File: src/rtl/gpr_write_back_unit_pkg.sv
// ---------------------------------------------------------------------------
// gpr_write_back_unit_pkg
//
// Shared types for the GPR write-back path.
//   cond_exception_t : CR0 field plus the XER summary/overflow/carry bits
//                      that accompany every integer result on its way to the
//                      condition/XER unit.
// ---------------------------------------------------------------------------
package gpr_write_back_unit_pkg;

    typedef struct packed {
        logic [3:0] cr0;  // LT, GT, EQ, SO
        logic       so;   // XER summary overflow
        logic       ov;   // XER overflow
        logic       ca;   // XER carry
    } cond_exception_t;

endpackage : gpr_write_back_unit_pkg

File: src/rtl/gpr_write_back_unit_if.sv
// ---------------------------------------------------------------------------
// gpr_write_back_unit_if
//
// Result hand-off from the GPR write-back arbiter to the write-back unit.
//   wb_valid    : arbiter has a result this cycle
//   wb_ready    : write-back unit can take it
//   wb_rs_id    : tag of the producing reservation station
//   wb_reg_addr : destination GPR
//   wb_result   : 32-bit result value
//   wb_cr0_xer  : CR0/XER update payload
// Modports:
//   master : arbiter side (drives the result, observes ready)
//   slave  : write-back unit side
// ---------------------------------------------------------------------------
interface gpr_write_back_unit_if
    import gpr_write_back_unit_pkg::*;
#(
    parameter int RS_ID_WIDTH = 5
);

    logic                   wb_valid;
    logic                   wb_ready;
    logic [RS_ID_WIDTH-1:0] wb_rs_id;
    logic [4:0]             wb_reg_addr;
    logic [31:0]            wb_result;
    cond_exception_t        wb_cr0_xer;

    modport master (
        output wb_valid,
        output wb_rs_id,
        output wb_reg_addr,
        output wb_result,
        output wb_cr0_xer,
        input  wb_ready
    );

    modport slave (
        input  wb_valid,
        input  wb_rs_id,
        input  wb_reg_addr,
        input  wb_result,
        input  wb_cr0_xer,
        output wb_ready
    );

endinterface : gpr_write_back_unit_if

File: src/rtl/gpr_write_back_unit.sv
// ---------------------------------------------------------------------------
// gpr_write_back_unit
//
// Commits results from the GPR write-back arbiter into the 32x32 GPR file,
// retires the destination's busy/tag scoreboard entry, rebroadcasts the
// result on a registered common data bus (CDB) and forwards the CR0/XER
// payload. Dispatch claims destinations here and reads operands through
// combinational read ports.
//
// Ports:
//   clk, rst        : clock, synchronous active-high reset
//   wb              : arbiter result channel (slave modport)
//   disp_valid      : dispatch claims disp_reg_addr for producer disp_rs_id
//   disp_reg_addr   : claimed GPR
//   disp_rs_id      : tag of the new producer
//   flush           : clear every busy bit
//   rd_addr         : per read port operand address
//   rd_data/busy/tag: per read port value, pending flag, producer tag
//   cdb_*           : registered result broadcast, one cycle after accept
//   cr_valid        : CR/XER update strobe, same timing as cdb_valid
//   cr0_xer_out     : CR/XER payload, forwarded unmodified
//
// Build option:
//   GPR_WB_BYPASS_EN : when defined, a read that hits the register being
//                      written in the accept cycle returns the incoming
//                      result and the post-edge scoreboard state. When
//                      undefined, reads see only pre-edge stored state.
// ---------------------------------------------------------------------------
module gpr_write_back_unit
    import gpr_write_back_unit_pkg::*;
#(
    parameter int RS_ID_WIDTH    = 5,
    parameter int NUM_READ_PORTS = 3
) (
    input  logic                   clk,
    input  logic                   rst,

    gpr_write_back_unit_if.slave   wb,

    input  logic                   disp_valid,
    input  logic [4:0]             disp_reg_addr,
    input  logic [RS_ID_WIDTH-1:0] disp_rs_id,
    input  logic                   flush,

    input  logic [4:0]             rd_addr [NUM_READ_PORTS],
    output logic [31:0]            rd_data [NUM_READ_PORTS],
    output logic                   rd_busy [NUM_READ_PORTS],
    output logic [RS_ID_WIDTH-1:0] rd_tag  [NUM_READ_PORTS],

    output logic                   cdb_valid,
    output logic [RS_ID_WIDTH-1:0] cdb_rs_id,
    output logic [4:0]             cdb_reg_addr,
    output logic [31:0]            cdb_result,

    output logic                   cr_valid,
    output cond_exception_t        cr0_xer_out
);

    localparam int DATA_W   = 32;
    localparam int NUM_REGS = 32;

    // -----------------------------------------------------------------------
    // State
    // -----------------------------------------------------------------------
    logic [DATA_W-1:0]      gpr_q [NUM_REGS];
    logic [DATA_W-1:0]      gpr_d [NUM_REGS];
    logic [NUM_REGS-1:0]    busy_q;
    logic [NUM_REGS-1:0]    busy_d;
    logic [RS_ID_WIDTH-1:0] tag_q [NUM_REGS];
    logic [RS_ID_WIDTH-1:0] tag_d [NUM_REGS];

    logic                   cdb_valid_q,    cdb_valid_d;
    logic [RS_ID_WIDTH-1:0] cdb_rs_id_q,    cdb_rs_id_d;
    logic [4:0]             cdb_reg_addr_q, cdb_reg_addr_d;
    logic [DATA_W-1:0]      cdb_result_q,   cdb_result_d;
    logic                   cr_valid_q,     cr_valid_d;
    cond_exception_t        cr0_xer_q,      cr0_xer_d;

    logic                   accept;
    logic                   wb_owns_dest;

    // Write-back never stalls; the only time it is refused is during reset.
    assign wb.wb_ready = ~rst;
    assign accept      = wb.wb_valid & ~rst;

    // The accepted result only retires the claim it was issued against. A
    // stale producer (destination re-claimed since it issued) still writes
    // the architectural value but must not clear the newer claim.
    assign wb_owns_dest = busy_q[wb.wb_reg_addr] &&
                          (tag_q[wb.wb_reg_addr] == wb.wb_rs_id);

    // -----------------------------------------------------------------------
    // Register file and scoreboard next state
    // -----------------------------------------------------------------------
    always_comb begin
        gpr_d  = gpr_q;
        busy_d = busy_q;
        tag_d  = tag_q;

        if (accept) begin
            gpr_d[wb.wb_reg_addr] = wb.wb_result;
            if (wb_owns_dest) begin
                busy_d[wb.wb_reg_addr] = 1'b0;
            end
        end

        // Ordering encodes priority: a same-edge dispatch to the register
        // being retired wins over the clear above.
        if (disp_valid) begin
            busy_d[disp_reg_addr] = 1'b1;
            tag_d[disp_reg_addr]  = disp_rs_id;
        end

        // Flush drops every claim, including one dispatched this edge. The
        // data write and broadcast of a same-edge accept are unaffected.
        if (flush) begin
            busy_d = '0;
        end
    end

    // -----------------------------------------------------------------------
    // CDB / CR broadcast next state
    // -----------------------------------------------------------------------
    always_comb begin
        cdb_valid_d    = accept;
        cdb_rs_id_d    = cdb_rs_id_q;
        cdb_reg_addr_d = cdb_reg_addr_q;
        cdb_result_d   = cdb_result_q;
        cr_valid_d     = accept;
        cr0_xer_d      = cr0_xer_q;

        if (accept) begin
            cdb_rs_id_d    = wb.wb_rs_id;
            cdb_reg_addr_d = wb.wb_reg_addr;
            cdb_result_d   = wb.wb_result;
            cr0_xer_d      = wb.wb_cr0_xer;
        end
    end

    // -----------------------------------------------------------------------
    // Sequential state
    // -----------------------------------------------------------------------
    always_ff @(posedge clk) begin
        if (rst) begin
            for (int i = 0; i < NUM_REGS; i++) begin
                gpr_q[i] <= '0;
                tag_q[i] <= '0;
            end
            busy_q         <= '0;
            cdb_valid_q    <= 1'b0;
            cdb_rs_id_q    <= '0;
            cdb_reg_addr_q <= '0;
            cdb_result_q   <= '0;
            cr_valid_q     <= 1'b0;
            cr0_xer_q      <= '0;
        end else begin
            gpr_q          <= gpr_d;
            tag_q          <= tag_d;
            busy_q         <= busy_d;
            cdb_valid_q    <= cdb_valid_d;
            cdb_rs_id_q    <= cdb_rs_id_d;
            cdb_reg_addr_q <= cdb_reg_addr_d;
            cdb_result_q   <= cdb_result_d;
            cr_valid_q     <= cr_valid_d;
            cr0_xer_q      <= cr0_xer_d;
        end
    end

    assign cdb_valid    = cdb_valid_q;
    assign cdb_rs_id    = cdb_rs_id_q;
    assign cdb_reg_addr = cdb_reg_addr_q;
    assign cdb_result   = cdb_result_q;
    assign cr_valid     = cr_valid_q;
    assign cr0_xer_out  = cr0_xer_q;

    // -----------------------------------------------------------------------
    // Dispatch read ports
    // -----------------------------------------------------------------------
    always_comb begin
        for (int p = 0; p < NUM_READ_PORTS; p++) begin
            rd_data[p] = gpr_q[rd_addr[p]];
            rd_busy[p] = busy_q[rd_addr[p]];
            rd_tag[p]  = tag_q[rd_addr[p]];
`ifdef GPR_WB_BYPASS_EN
            // Bypass the result being committed this cycle and report the
            // scoreboard as it will look after the edge, so the consumer
            // neither waits on a producer that is retiring now nor misses a
            // claim made in the same cycle.
            if (accept && (rd_addr[p] == wb.wb_reg_addr)) begin
                rd_data[p] = wb.wb_result;
                rd_busy[p] = busy_d[rd_addr[p]];
                rd_tag[p]  = tag_d[rd_addr[p]];
            end
`endif
        end
    end

endmodule : gpr_write_back_unit
File: src/flat_wrapper.sv
// flat-port wrapper written by rule: the top's interface ports become plain ports
module gpr_write_back_unit_flat import gpr_write_back_unit_pkg::*;
#(
    parameter int RS_ID_WIDTH    = 5,
    parameter int NUM_READ_PORTS = 3
)
  (clk, rst, disp_valid, disp_reg_addr, disp_rs_id, flush, rd_addr, rd_data, rd_busy, rd_tag, cdb_valid, cdb_rs_id, cdb_reg_addr, cdb_result, cr_valid, cr0_xer_out, wb_wb_valid, wb_wb_rs_id, wb_wb_reg_addr, wb_wb_result, wb_wb_cr0_xer, wb_wb_ready);
  gpr_write_back_unit_if #(.RS_ID_WIDTH(RS_ID_WIDTH)) wb_i ();
  input  logic clk;
  input  logic rst;
  input  logic disp_valid;
  input  logic [4:0] disp_reg_addr;
  input  logic [RS_ID_WIDTH-1:0] disp_rs_id;
  input  logic flush;
  input  logic [4:0] rd_addr[NUM_READ_PORTS];
  output logic [31:0] rd_data[NUM_READ_PORTS];
  output logic rd_busy[NUM_READ_PORTS];
  output logic [RS_ID_WIDTH-1:0] rd_tag[NUM_READ_PORTS];
  output logic cdb_valid;
  output logic [RS_ID_WIDTH-1:0] cdb_rs_id;
  output logic [4:0] cdb_reg_addr;
  output logic [31:0] cdb_result;
  output logic cr_valid;
  output cond_exception_t cr0_xer_out;
  input wire logic [$bits(wb_i.wb_valid)-1:0] wb_wb_valid;
  input wire logic [$bits(wb_i.wb_rs_id)-1:0] wb_wb_rs_id;
  input wire logic [$bits(wb_i.wb_reg_addr)-1:0] wb_wb_reg_addr;
  input wire logic [$bits(wb_i.wb_result)-1:0] wb_wb_result;
  input wire logic [$bits(wb_i.wb_cr0_xer)-1:0] wb_wb_cr0_xer;
  output wire logic [$bits(wb_i.wb_ready)-1:0] wb_wb_ready;
  assign wb_i.wb_valid = wb_wb_valid;
  assign wb_i.wb_rs_id = wb_wb_rs_id;
  assign wb_i.wb_reg_addr = wb_wb_reg_addr;
  assign wb_i.wb_result = wb_wb_result;
  assign wb_i.wb_cr0_xer = wb_wb_cr0_xer;
  assign wb_wb_ready = wb_i.wb_ready;
  gpr_write_back_unit #(.RS_ID_WIDTH(RS_ID_WIDTH), .NUM_READ_PORTS(NUM_READ_PORTS)) u_core (.clk(clk), .rst(rst), .wb(wb_i), .disp_valid(disp_valid), .disp_reg_addr(disp_reg_addr), .disp_rs_id(disp_rs_id), .flush(flush), .rd_addr(rd_addr), .rd_data(rd_data), .rd_busy(rd_busy), .rd_tag(rd_tag), .cdb_valid(cdb_valid), .cdb_rs_id(cdb_rs_id), .cdb_reg_addr(cdb_reg_addr), .cdb_result(cdb_result), .cr_valid(cr_valid), .cr0_xer_out(cr0_xer_out));
endmodule
File: config.mk
export PLATFORM = sky130hd
export DESIGN_NAME = gpr_write_back_unit_flat
export DESIGN_NICKNAME = d
export VERILOG_FILES = /design/src/rtl/gpr_write_back_unit_pkg.sv /design/src/rtl/gpr_write_back_unit_if.sv /design/src/rtl/gpr_write_back_unit.sv /design/src/flat_wrapper.sv
export SDC_FILE = /design/constraint.sdc
export NUM_CORES = 2
export LEC_CHECK = 0
export CAP_MARGIN = 20
export CORE_MARGIN = 1.5
export CORE_UTILIZATION = 35
export CTS_CLUSTER_DIAMETER = 120
export DETAILED_ROUTE_END_ITERATION = 7
export HOLD_SLACK_MARGIN = 0.15
export PLACE_DENSITY = 0.49
export SYNTH_ARGS = -nofsm -noshare
export SYNTH_HDL_FRONTEND = slang
export SYNTH_SLANG_ARGS = --single-unit
File: constraint.sdc
create_clock -name clk -period 7.93 [get_ports clk]
set_input_delay 1.1895 -clock clk [delete_from_list [all_inputs] [get_ports clk]]
set_output_delay 1.1895 -clock clk [all_outputs]
set_load 0.05 [all_outputs]
# Word-level counts from Yosys, hierarchy flattened

Index checks and enable logic that the tools add are counted.

Output and inout port bits: 166
Register bits: 1,266

Bitwise gates (word level): 10
Order comparisons: 14
Reduce and logical (&&, ||, !) cells: 6
Equal/unequal tests: 1
Mux-type cells: 42

Operators by type and width:

| operator             | count |
|---|---|
| $bwmux W1024         | 1 |
| $bmux W32 S5         | 3 |
| $mux W32             | 10 |
| $bwmux W160          | 1 |
| $demux W32 S5        | 1 |
| $bmux W5 S5          | 4 |
| $mux W5              | 9 |
| $and A32 B32 Y32     | 1 |
| $not A32 Y32         | 1 |
| $or A32 B32 Y32      | 1 |
| $ge A6 B6 Y1 const B | 5 |
| $lt A5 B6 Y1 const B | 5 |
| $not A5 Y6           | 5 |
| $demux W5 S5         | 1 |
| $bmux W1 S5          | 4 |
| $lt A6 B1 Y1 const B | 2 |
| $demux W1 S5         | 2 |
| $ge A5 B1 Y1 const B | 2 |
| $mux W1              | 6 |
| $eq A5 B5 Y1         | 1 |
| $logic_and A1 B1 Y1  | 5 |
| $reduce_or A2 Y1     | 1 |
| $and A1 B1 Y1        | 1 |
| $not A1 Y1           | 1 |

# Logic depth before layout (Yosys ltp)

Depth in word-level cells: 10
Depth in mapped cells: 11
Mapped depth without buffers: 8

# Least setup slack after synthesis

No wires, ideal clock.

Path type: input -> output
Start: in rd_addr[5] in the netlist's numbering
End: out rd_tag[5] in the netlist's numbering
Path buffers: 3
Stages: 6
Path slack: 3.147 ns
Arrival time: 3.594 ns
Data required time: 6.740 ns
Cell sequence: clkbuf_1 > clkbuf_1 > buf_1 > mux4_2 > mux4_2 > mux2_2

RTL lines:

| element     | line               | source |
|---|---|---|
| from (decl) | flat_wrapper.sv:15 | `input logic [4:0] rd_addr[NUM_READ_PORTS];` |
| to (decl)   | flat_wrapper.sv:18 | `output logic [RS_ID_WIDTH-1:0] rd_tag[NUM_READ_PORTS];` |

==> results.cfg <==
[status]
status = finished, final reports clean

[worst_setup_path]
crit_path_end_kind = output port
required_ns = 6.74
crit-reg2reg-launch = u_core.tag_q[24]
worstSetupPathType = primary input to output port
crit_fanout = 57
critPathLaunchType = primary input
rr_worst_depth = 7
r2r-end = u_core.busy_q[31]
rrSetupSlack_ns = 4.95
crit_arrival_ns = 4.56

[final_layout]
final_core_util_pct = 40.32
drive_gt1_share_pct = 25.54
final_nets = 7090
fin_area_um2 = 84590
syn_to_final_growth_pct = 14.49
fin_cells = 9948

[die]
dieWidth_um = 462.4
coreArea_um2 = 209800
dieArea_um2 = 213900
start_util_pct = 35.22
die_h_um = 462.4
rows = 168
io_pins = 245

[clock_network]
ctsLongestPathBuffers = 3
h-tree-depth = 4
cts_buffers = 155
cts_tree = built
clk_pin_slew_ns = 0.06
cts_resized = 0
cts_setup_buffers = 0
cts.sinks = 1266
cts_root_buf = clkbuf_16
cts_hold_buf = 0
clk_latency_ns = 0.82

[synth]
syn_inst = 7198
yosysTopAreaCellShare_pct = 35.00
syn_area_um2 = 73880
synth_edf_count = 0
synth_common_cells = nand2_1, dfxtp_1, mux4_2
synthTopCellsByArea = mux4_2, dfxtp_1, nand2_1
syn_area_per_cell_um2 = 10.26
ys_ff_latch = 1266
yosys.area.top_type = mux4_2
ys_seq_area_share_pct = 34.30
async_flop_share_pct = 0
yosysWarnings = 0
ys.flop_type = dfxtp_1
synth_most_common_cell = nand2_1
synth.distinct_cells = 40
synth_fp_nets = 7277

[timing]
setup_tns_ns = 0
tightest_slew_ns = 1.265
skew_ns = 0.02568
fin_crit_ns = 5.749
max_clock_freq_mhz = 173.9
rsz0062_at_grt = no
relSlewSlack_pct = 15.35
finalHoldViolCount = 0
setup_slack_ns = 2.181
holdWs_ns = 0.4756
period_share_pct = 72.50
setup_viol = 0
drv_slew = 0

[routing]
wl_um = 317700
wire_per_inst_um = 31.94
first_pass_iters = 6
ant_nets = 0
via_per_inst = 6.248
remaining_drc_errors = 0
dr.first_iter.drc_count = 8380
dr_total_vias = 62160

[power]
peakVddDrop_v = 0.0002355
p_leak_nw = 27.19
p_per_area_nw_per_um2 = 183.0
total_power_mw = 15.48

[flow_run]
cap_violations = 0

[place]
gp_congestion = 0.8975
dp.cells = 9657
dpl.hpwl_um = 181500
post-place-ws_ns = 2.169
port_buffers = 244
place_area_um2 = 79110

[worst_hold_path]
hold_end = u_core.gpr_q[156]
min_from = u_core.gpr_q[156]
min_path_cells = 2
hold_class = flip-flop to flip-flop

[global_route]
grt_first_pass_wirelength_um = 448900
grt_pass1_vias = 58790
overflow = 0
grt_util_all_layers_pct = 28.99
grt_antenna_before_repair = 19
grt_max_degree = 186
how the worst max path moves through the flow:
stage,to,from
4_1_cts,rd_data[31],rd_addr[0]
3_5_place_dp,rd_data[31],rd_addr[0]
5_1_grt,rd_data[31],rd_addr[0]
6_report,rd_data[31],rd_addr[0]
3_3_place_gp,rd_data[31],rd_addr[0]
2_1_floorplan,rd_tag[5],rd_addr[5]
registers in the layout, indices dropped and copies added (netlist names):
signal,cells
u_core.busy_q,32
u_core.tag_q,160
u_core.cdb_result,32
u_core.cdb_reg_addr,5
u_core.cdb_rs_id,5
u_core.cr0_xer_out,7
u_core.gpr_q,1024
u_core.cdb_valid,1
area by class of cell:
type	instances	area [µm²]
Clock inverter	61	809.5
Tap cell	2805	3510
Fill cell	20240	125200
Clock buffer	220	4599
Sequential cell	1266	25340
Inverter	3	11.26
Antenna cell	8	20.02
Multi-Input combinational cell	5136	45860
Timing Repair Buffer	449	4437
layout by cell type (no fill, tap or decap), types with 115 or more instances in the layout:
cell	instances
a21oi_1	1029
buf_4	174
clkbuf_16	160
clkdlybuf4s50_1	225
dfxtp_1	1266
mux2_2	115
mux2i_1	284
mux4_2	1148
nand2_1	2082
nor2_1	233
metal layers:
layer | vias up | share of wire [%] | GRT usage (%)
met1 | 31730 | 41 | 40.14
li1 | 25960 | - | -
met4 | 8 | 4.4 | 11.85
met2 | 3725 | 44 | 43.52
met5 | - | 0.014 | 0
met3 | 737 | 11 | 6.741
logic make-up after synthesis:
| logic type | count (synthesis) | share of synthesized area (%) |
|---|---|---|
| simple gates | 2452 | 12.81 |
| mux | 1547 | 40.60 |
| flops | 1266 | 34.30 |
| compound gates | 1133 | 8.104 |
| buf+inv | 796 | 4.142 |
| xor+xnor | 4 | 0.04741 |
power by group:
group          switching [mW]  internal (mW)
Combinational           0.933          0.462
Sequential             0.0385           6.40
Clock                    3.05           4.59
worst max-delay path, stage by stage:
cell             delay [ns]
buf_8                  0.63
buf_4                  0.51
mux4_2                 0.56
mux4_2                 0.48
mux2_2                 0.34
clkdlybuf4s50_1        0.72
Note: power is estimated with default switching activity, not from simulation.
